==> src/rtl/regfile_pkg.sv <==
// Shared types and default sizing for the multi-port register file.
package regfile_pkg;

  localparam int REGFILE_XLEN  = 32;
  localparam int REGFILE_NREGS = 32;

  typedef enum logic {
    IDLE  = 1'b0,
    CLEAR = 1'b1
  } state_e;

endpackage

==> src/rtl/register_file_mp.sv <==
// Multi-port register file with per-register pending scoreboard and a bulk-clear FSM.
// Optional macro REGFILE_BYPASS_EN forwards a same-cycle accepted write to matching read ports.
module register_file_mp
  import regfile_pkg::*;
#(
  parameter int XLEN  = REGFILE_XLEN,
  parameter int NREGS = REGFILE_NREGS,
  parameter int NRD   = 2
) (
  input  logic                    clk,
  input  logic                    rst,
  input  logic [NRD*$clog2(NREGS)-1:0] rd_addr,
  output logic [NRD*XLEN-1:0]     rd_data,
  output logic [NRD-1:0]          rd_busy,
  input  logic                    wr_valid,
  output logic                    wr_ready,
  input  logic [$clog2(NREGS)-1:0] wr_addr,
  input  logic [XLEN-1:0]         wr_data,
  input  logic                    iss_valid,
  input  logic [$clog2(NREGS)-1:0] iss_addr,
  input  logic                    clr_req,
  output logic                    clr_busy
);

  localparam int AW = $clog2(NREGS);

  logic [XLEN-1:0]  mem_q [NREGS];
  logic [XLEN-1:0]  mem_d [NREGS];
  logic [NREGS-1:0] pend_q;
  logic [NREGS-1:0] pend_d;
  state_e           state_q;
  state_e           state_d;
  logic [AW-1:0]    idx_q;
  logic [AW-1:0]    idx_d;
  logic             wr_acc_s;

  assign clr_busy = (state_q == CLEAR);
  assign wr_ready = ~clr_busy;
  assign wr_acc_s = wr_valid & wr_ready & (wr_addr != '0);

  // Next-state for storage, scoreboard and clear sequencer
  always_comb begin
    mem_d   = mem_q;
    pend_d  = pend_q;
    state_d = state_q;
    idx_d   = idx_q;
    case (state_q)
      IDLE: begin
        if (wr_acc_s) begin
          mem_d[wr_addr]  = wr_data;
          pend_d[wr_addr] = 1'b0;
        end else begin
          pend_d = pend_d;
        end
        // Issue is applied after the write so a same-address set wins.
        if (iss_valid && (iss_addr != '0)) begin
          pend_d[iss_addr] = 1'b1;
        end else begin
          pend_d = pend_d;
        end
        if (clr_req) begin
          state_d = CLEAR;
          idx_d   = AW'(1);
        end else begin
          state_d = IDLE;
        end
      end
      CLEAR: begin
        mem_d[idx_q]  = '0;
        pend_d[idx_q] = 1'b0;
        if (idx_q == AW'(NREGS - 1)) begin
          state_d = IDLE;
          idx_d   = '0;
        end else begin
          idx_d   = idx_q + AW'(1);
        end
      end
      default: begin
        state_d = IDLE;
        idx_d   = '0;
      end
    endcase
    mem_d[0]  = '0;
    pend_d[0] = 1'b0;
  end

  // State registers with asynchronous reset that also aborts any clear
  always_ff @(posedge clk or posedge rst) begin
    if (rst) begin
      for (int k = 0; k < NREGS; k++) begin
        mem_q[k] <= '0;
      end
      pend_q  <= '0;
      state_q <= IDLE;
      idx_q   <= '0;
    end else begin
      for (int k = 0; k < NREGS; k++) begin
        mem_q[k] <= mem_d[k];
      end
      pend_q  <= pend_d;
      state_q <= state_d;
      idx_q   <= idx_d;
    end
  end

  for (genvar g = 0; g < NRD; g++) begin : g_rd
    logic [AW-1:0]   ra_s;
    logic [XLEN-1:0] dat_s;
    logic            bsy_s;
    logic            hit_s;

    assign ra_s = rd_addr[g*AW +: AW];
`ifdef REGFILE_BYPASS_EN
    assign hit_s = wr_acc_s & (ra_s == wr_addr);
`else
    assign hit_s = 1'b0;
`endif

    // Zero-latency read; address 0 is hard-wired to zero and never busy
    always_comb begin
      dat_s = '0;
      bsy_s = 1'b0;
      if (ra_s == '0) begin
        dat_s = '0;
        bsy_s = 1'b0;
      end else if (hit_s) begin
        dat_s = wr_data;
        bsy_s = 1'b0;
      end else begin
        dat_s = mem_q[ra_s];
        bsy_s = pend_q[ra_s];
      end
    end

    assign rd_data[g*XLEN +: XLEN] = dat_s;
    assign rd_busy[g]              = bsy_s;
  end

endmodule

==> config.mk <==
export PLATFORM = sky130hd
export DESIGN_NAME = register_file_mp
export DESIGN_NICKNAME = d
export VERILOG_FILES = /design/src/rtl/regfile_pkg.sv /design/src/rtl/register_file_mp.sv
export SDC_FILE = /design/constraint.sdc
export NUM_CORES = 2
export LEC_CHECK = 0
export CORE_ASPECT_RATIO = 0.6
export CORE_UTILIZATION = 55
export DETAILED_ROUTE_END_ITERATION = 12
export PLACE_DENSITY = 0.72
export SLEW_MARGIN = 20
export SYNTH_ARGS = -nofsm -noshare
export SYNTH_HDL_FRONTEND = slang
export SYNTH_SLANG_ARGS = --single-unit
==> constraint.sdc <==
create_clock -name clk -period 77.7 [get_ports clk]
set_input_delay 23.31 -clock clk [delete_from_list [all_inputs] [get_ports clk]]
set_output_delay 23.31 -clock clk [all_outputs]
set_load 0.05 [all_outputs]
== Yosys cells after proc, flatten, opt, wreduce, memory -nomap -nowiden ==
Index checks and enable logic that the tools add are counted.

* Register bits: 1029
* Latch bits: 0
* RAM bits: 0
* Bits in read-only memories: 0
* Bits of input ports: 57
* Output and inout port bits: 68
* Word-level logic and storage cells: 113
* Memories kept: 0

* Add/sub/neg operators: 1
* $mul: 0
* Div/mod/pow operators: 0
* Magnitude comparators: 14
* Equality and inequality tests: 3
* Shifts and indexed selects: 0
* Mux-type cells: 37
* Bitwise operators: 14
* Reduce and logical (&&, ||, !) cells: 10

{| class="wikitable"
|+ Operator list
! cell !! number
|-
| case mux 992 bit (2 select lines) || 1
|-
| bitwise mux 1024 bit || 1
|-
| bitwise AND 992 bit || 1
|-
| two-way mux 992 bit || 1
|-
| NOT 992 bit || 1
|-
| two-way mux 32 bit || 11
|-
| binary-select mux 32 bit (select 5 bit) || 2
|-
| demux 32 bit (select 5 bit) || 2
|-
| bitwise AND 32 bit || 2
|-
| NOT 32 bit || 2
|-
| case mux 32 bit (2 select lines) || 1
|-
| OR 32 bit || 1
|-
| less-than comparator 5 x 6 -> 1 bit (second input constant) || 5
|-
| greater-or-equal comparator 6 bit (second input constant) || 4
|-
| NOT 5 -> 6 bit || 4
|-
| demux 1 bit (select 5 bit) || 3
|-
| greater-or-equal comparator 5 x 1 -> 1 bit (second input constant) || 3
|-
| less-than comparator 6 x 1 -> 1 bit (second input constant) || 2
|-
| binary-select mux 1 bit (select 5 bit) || 2
|-
| zero test 5 bit || 2
|-
| two-way mux 5 bit || 2
|-
| case mux 5 bit (2 select lines) || 1
|-
| nonzero test 5 bit || 2
|-
| two-way mux 1 bit || 9
|-
| other kinds (7) || 14
|}

== Longest topological paths before layout ==
* Word-level depth: 11
* Gate-level depth with buffers: 10
* Depth with buffers taken out: 5

== Worst setup path after synthesis ==
No wires, ideal clock.

* Path type: input to output
* Start point: input rd_addr[6]
* End point: output rd_data[46]
* Data arrival time: 25.939 ns
* Data required time: 54.390 ns
* Path slack: 28.451 ns
* Stages on the path: 7
* Buffers on the path: 3
* Cell sequence: buf_2 > or2_2 > clkbuf_1 > clkbuf_1 > o22ai_1 > nor3_1 > nor4_1

* Cells in the longest elaborated chain, start to end: 5
* Elaborated cells on any way between the ends: 6
* Those cells by class: mux: 4; bitwise: 1; reduce/logical: 1

{| class="wikitable"
|+ RTL lines
! item !! RTL line !! RTL
|-
| start, declared || register_file_mp.sv:12 || <nowiki>input logic [NRD*$clog2(NREGS)-1:0] rd_addr,</nowiki>
|-
| NOT 5 -> 6 bit (not written as such) || register_file_mp.sv:130 || <nowiki>dat_s = mem_q[ra_s];</nowiki>
|-
| binary-select mux 32 bit (select 5 bit) || register_file_mp.sv:130 ||
|-
| two-way mux 32 bit (not written as such) (2 in series) || register_file_mp.sv:130 ||
|-
| two-way mux 32 bit (*) || register_file_mp.sv:123 || <nowiki>if (ra_s == '0) begin</nowiki>
|-
| end, declared || register_file_mp.sv:13 || <nowiki>output logic [NRD*XLEN-1:0] rd_data,</nowiki>
|}

Every way passes the cells marked *; elsewhere a longest branch is shown, timed or not. The select of a mux whose other input is x is not followed.

== Worst setup path after layout ==
* Start point: input rd_addr[1]
* End point: output rd_data[31]

Same word-level chain as after synthesis.

==> flow_summary.rst <==
.. list-table::
   :header-rows: 1

   * - Metric
     - Value
   * - Number of DRC violations after detailed routing
     - 0
   * - Fraction of synthesized cell area taken by the top area cell type
     - 48.1%
   * - X dimension of the die
     - 405 µm
   * - Final-report hold violation count
     - 0
   * - Total gr overflow
     - 0
   * - NumNets Final
     - 4269
   * - Average via count per standard cell
     - 7.90
   * - Register area share after synthesis
     - 48.1%
   * - Setup crit start kind
     - primary input
   * - Setup tns final
     - 0 ns
   * - Largest buffer count on any clock path
     - 3
   * - Slew at the pin closest to its max-slew limit
     - around 1.2 ns
   * - Pin count of the biggest net entering global routing
     - 171
   * - Sink Count
     - 1029
   * - Synthesized instance count
     - 4402
   * - Gpl congestion
     - 0.894
   * - Leading post-synthesis cells by cell area
     - sky130_fd_sc_hd__dfrtp_1, sky130_fd_sc_hd__a22o_1, sky130_fd_sc_hd__mux2i_1
   * - Crit path time final
     - between 50 and 60 ns
   * - Global-route wire length before repair
     - 304000 µm
   * - Critical path arrival
     - ~28 ns
   * - Core Box Area
     - roughly 96000 µm²
   * - Most common flop cell mapped by yosys
     - sky130_fd_sc_hd__dfrtp_1
   * - DP Wirelength
     - 112000 µm
   * - Worst Hold Slack
     - between 0.5 and 0.6 ns
   * - Register-to-register path setup slack
     - 73.84 ns
   * - Synth Area per Inst
     - approximately 12 µm²
   * - Source of the worst hold timing path
     - mem_q[628]
   * - I/O pins
     - 125
   * - Routed via count
     - 44174
   * - Sequential Area
     - 25700 µm²
   * - Leakage dissipation
     - 26.8 nW
   * - Number of nets with antenna violations after detailed routing
     - 0
   * - Clk_lat worst skew
     - 0.71 ns
   * - RSZ-0062 raised after global routing
     - no
   * - Die Area
     - ~100000 µm²
   * - Post-Syn Nets
     - approximately 4500
   * - Number of levels the H-tree was split into
     - 3
   * - Number of resized instances in the post-cts repair step
     - 0
   * - Final routed wirelength across all metal layers
     - 210000 µm
   * - Power density normalized to cell area
     - 27.0 nW/µm²
   * - Number of detailed-routing iterations run before antenna repair
     - 10
   * - Overall routing resource usage
     - 42.2%
   * - Max-Slew Margin vs Limit
     - approximately 17%
   * - Fraction of layout cells with a size suffix above 1
     - 15.7%
   * - Clk network pwr share
     - 32.3%
   * - Multi-input logic area
     - 26000 µm²
   * - Iteration-0 DRC count of the detailed router
     - 7308
   * - Vias in the first global route
     - 42660
   * - Cell area after technology mapping
     - 53600 µm²
   * - Slew Viols, Final
     - 0
   * - Flop pwr share
     - between 40% and 50%
   * - Fraction of power consumed by combinational cells
     - 23.9%
   * - Worst reg2reg path startpoint
     - clr_busy
   * - Asr flop ratio synth
     - 100%
   * - Worst Reg2Reg Path Length in Cells
     - 7
   * - Root Buffer Master
     - sky130_fd_sc_hd__clkbuf_16
   * - Antenna violations before repair
     - 4
   * - Hold Path Class
     - flop to flop
   * - Largest area contributor in the netlist
     - sky130_fd_sc_hd__dfrtp_1
   * - Die height
     - 244 µm
   * - Filler Cells Inserted
     - 7401
   * - Required time reported for the critical path endpoint
     - 54.39 ns
   * - Number of max-cap violations
     - 0
   * - Clock buffers created by TritonCTS
     - 96
   * - Net switching share of the total power
     - 32.7%
   * - Row cnt
     - 88
   * - CP Class
     - primary input to output pin
   * - Share of the clock period used by the worst path after layout
     - 66.4%
   * - Clock tree from TritonCTS
     - yes
   * - Count of yosys warnings during synthesis
     - 0
   * - Peak supply drop
     - 0.0000207 V
   * - Critical R2R Capture
     - mem_q[453]
   * - WL per Instance
     - 37.6 µm
   * - Clock skew
     - 0.0147 ns
   * - Number of distinct library cell variants in the gate-level netlist after synthesis
     - 52
   * - Kind of end point of the critical path
     - output pin
   * - Setup-violating endpoint count in the final report
     - 0
   * - Highest clock frequency the design can meet
     - a little under 20 MHz
   * - Total setup buffers inserted after CTS
     - 0
   * - Switching pwr
     - about 520 µW
   * - Hold Path Stages
     - 1
   * - Min-Delay Endpoint
     - mem_q[628]
   * - Hold buffer count at CTS
     - 0
   * - Critical path fanouts, max
     - 63
   * - Overall power of the completed layout
     - 1.59 mW
   * - Internal power contribution
     - roughly 1.1 mW
   * - Run status
     - complete, no violations
   * - Number of flops mapped to enable cells by yosys
     - 0
   * - Clock-pin slew reported for the worst setup and hold paths after clock tree synthesis
     - 0.06 ns
   * - Growth of design area from synthesis to finish
     - 10.2%
   * - Port Buffer Count
     - 124
   * - Initial cell density of the core
     - 55.6%
   * - Register bit count reported by yosys
     - 1029
==> synth_stat cells (5+ instances only) <==
master and n:
sky130_fd_sc_hd__inv_1 9, sky130_fd_sc_hd__buf_4 30, sky130_fd_sc_hd__buf_1 18, sky130_fd_sc_hd__nand2b_1 12, sky130_fd_sc_hd__buf_2 150, sky130_fd_sc_hd__mux4_2 134
sky130_fd_sc_hd__a221oi_1 33, sky130_fd_sc_hd__a21oi_2 7, sky130_fd_sc_hd__a22oi_1 69, sky130_fd_sc_hd__nor3_1 136, sky130_fd_sc_hd__a221o_1 33, sky130_fd_sc_hd__clkbuf_1 347
sky130_fd_sc_hd__a21oi_1 50, sky130_fd_sc_hd__nor2_2 9, sky130_fd_sc_hd__a22o_1 1016, sky130_fd_sc_hd__mux2_2 130, sky130_fd_sc_hd__nand2_1 26, sky130_fd_sc_hd__nor4_1 36
sky130_fd_sc_hd__o22ai_1 294, sky130_fd_sc_hd__nor2b_1 40, sky130_fd_sc_hd__o21ai_0 8, sky130_fd_sc_hd__nor3_4 8, sky130_fd_sc_hd__a31oi_1 8, sky130_fd_sc_hd__or3_1 33
sky130_fd_sc_hd__nor2_1 24, sky130_fd_sc_hd__dfrtp_1 1029, sky130_fd_sc_hd__mux2i_1 594, sky130_fd_sc_hd__ha_1 5, sky130_fd_sc_hd__or2_2 5, sky130_fd_sc_hd__and2_1 7
sky130_fd_sc_hd__a211oi_1 67
==> how the worst max path moves through the flow <==
| stage | from | end | slack [ns] |
|---|---|---|---|
| 4_1_cts | rd_addr[5] | rd_data[52] | 26.31 |
| 3_5_place_dp | rd_addr[1] | rd_data[31] | 26.31 |
| 5_1_grt | rd_addr[5] | rd_data[52] | 26.06 |
| 2_1_floorplan | rst | clr_busy | 25.43 |
| 3_3_place_gp | rd_addr[5] | rd_data[52] | 26.32 |
| 6_report | rd_addr[1] | rd_data[31] | 26.13 |
==> worst max-delay path: stages <==
cell and delay, ns:
sky130_fd_sc_hd__buf_4 0.58, sky130_fd_sc_hd__buf_4 0.86, sky130_fd_sc_hd__nand2b_4 0.59, sky130_fd_sc_hd__buf_4 0.54, sky130_fd_sc_hd__o22ai_1 0.24, sky130_fd_sc_hd__nor3_1 0.08
sky130_fd_sc_hd__nor4_1 0.93, sky130_fd_sc_hd__clkdlybuf4s50_1 0.97
==> stage by stage <==
step	instances	util [%]	cell area (µm²)	setup slack (ns)
after floorplan	4402	-	53600	25.43
after global placement	5410	57.8	55700	26.32
after detailed placement	5410	57.7	55600	26.31
after CTS	5585	61.2	59000	26.31
after global routing	5591	61.3	59100	26.06
final	5593	61.3	59100	26.13
==> power by group through the flow <==
stage | registers (mW) | logic (mW) | clock network (mW)
2_1_floorplan | 0.680 | 0.256 | 0
3_3_place_gp | 0.699 | 0.361 | 0
5_1_grt | 0.706 | 0.396 | 0.536
6_report | 0.697 | 0.381 | 0.514
3_5_place_dp | 0.699 | 0.368 | 0
4_1_cts | 0.693 | 0.369 | 0.514
==> routing by layer <==
metal	routed length (µm)	vias to the layer above	global-route usage [%]
li1	-	17131	-
met1	80700	22422	57.6
met2	83000	3838	55.5
met3	35400	779	21.3
met4	11100	4	18.8
met5	100	-	0.536
==> logic make-up (layout without fill, tap and decap cells) <==
| logic type | count (synthesis) | in the layout | synth area share (%) |
|---|---|---|---|
| and+or+nand+nor | 360 | 360 | 3.89 |
| other | 0 | 4 | 0 |
| buffers and inverters | 556 | 438 | 4.48 |
| AOI/OAI and AO/OA | 1592 | 1592 | 24.0 |
| DFF | 1029 | 1029 | 48.1 |
| muxes | 858 | 858 | 19.5 |
| xor gates and xnor gates | 2 | 2 | 0.0327 |
| adders and majority gates | 5 | 5 | 0.117 |
==> cell type report <==
| class | count | share of cell area, % |
|---|---|---|
| clock inverters | 38 | 0.830 |
| well taps | 1305 | 2.76 |
| flip-flops and latches | 1029 | 43.6 |
| clock buffers | 137 | 4.85 |
| repair buffers | 254 | 3.79 |
| multi-input cells | 2817 | 44.1 |
| diodes | 4 | 0.0169 |
| inverters | 9 | 0.0699 |
==> registers in the layout (all words and copies together), names as in the netlist <==
register and count:
mem_q 992, pend_q 31, idx_q 5, clr_busy 1
==> placed cells by master, fill, tap and decap left out, drive strengths merged, types with 3 or more instances in the layout <==
master / netlist / layout
nand2: 26 / 26
or3b: 4 / 4
nor2: 33 / 33
ha: 5 / 5
nand3b: 4 / 4
clkinv: 0 / 21
and3: 3 / 3
clkinvlp: 0 / 4
nor4: 36 / 36
nand2b: 12 / 12
buf: 200 / 157
a211oi: 67 / 67
a221o: 33 / 33
a21oi: 57 / 57
and2: 8 / 8
a22oi: 69 / 69
mux4: 134 / 134
o22ai: 294 / 294
clkdlybuf4s50: 0 / 97
a22o: 1016 / 1016
bufinv: 0 / 11
clkbuf: 347 / 137
o21ai: 8 / 8
nor2b: 40 / 40
a31oi: 8 / 8
dfrtp: 1029 / 1029
mux2i: 594 / 594
nor3: 145 / 145
inv: 9 / 11
mux2: 130 / 130
a221oi: 33 / 33
diode: 0 / 4
or2: 5 / 5
or3: 33 / 33
nand3: 3 / 3
Note: power is estimated with default switching activity, not from simulation.
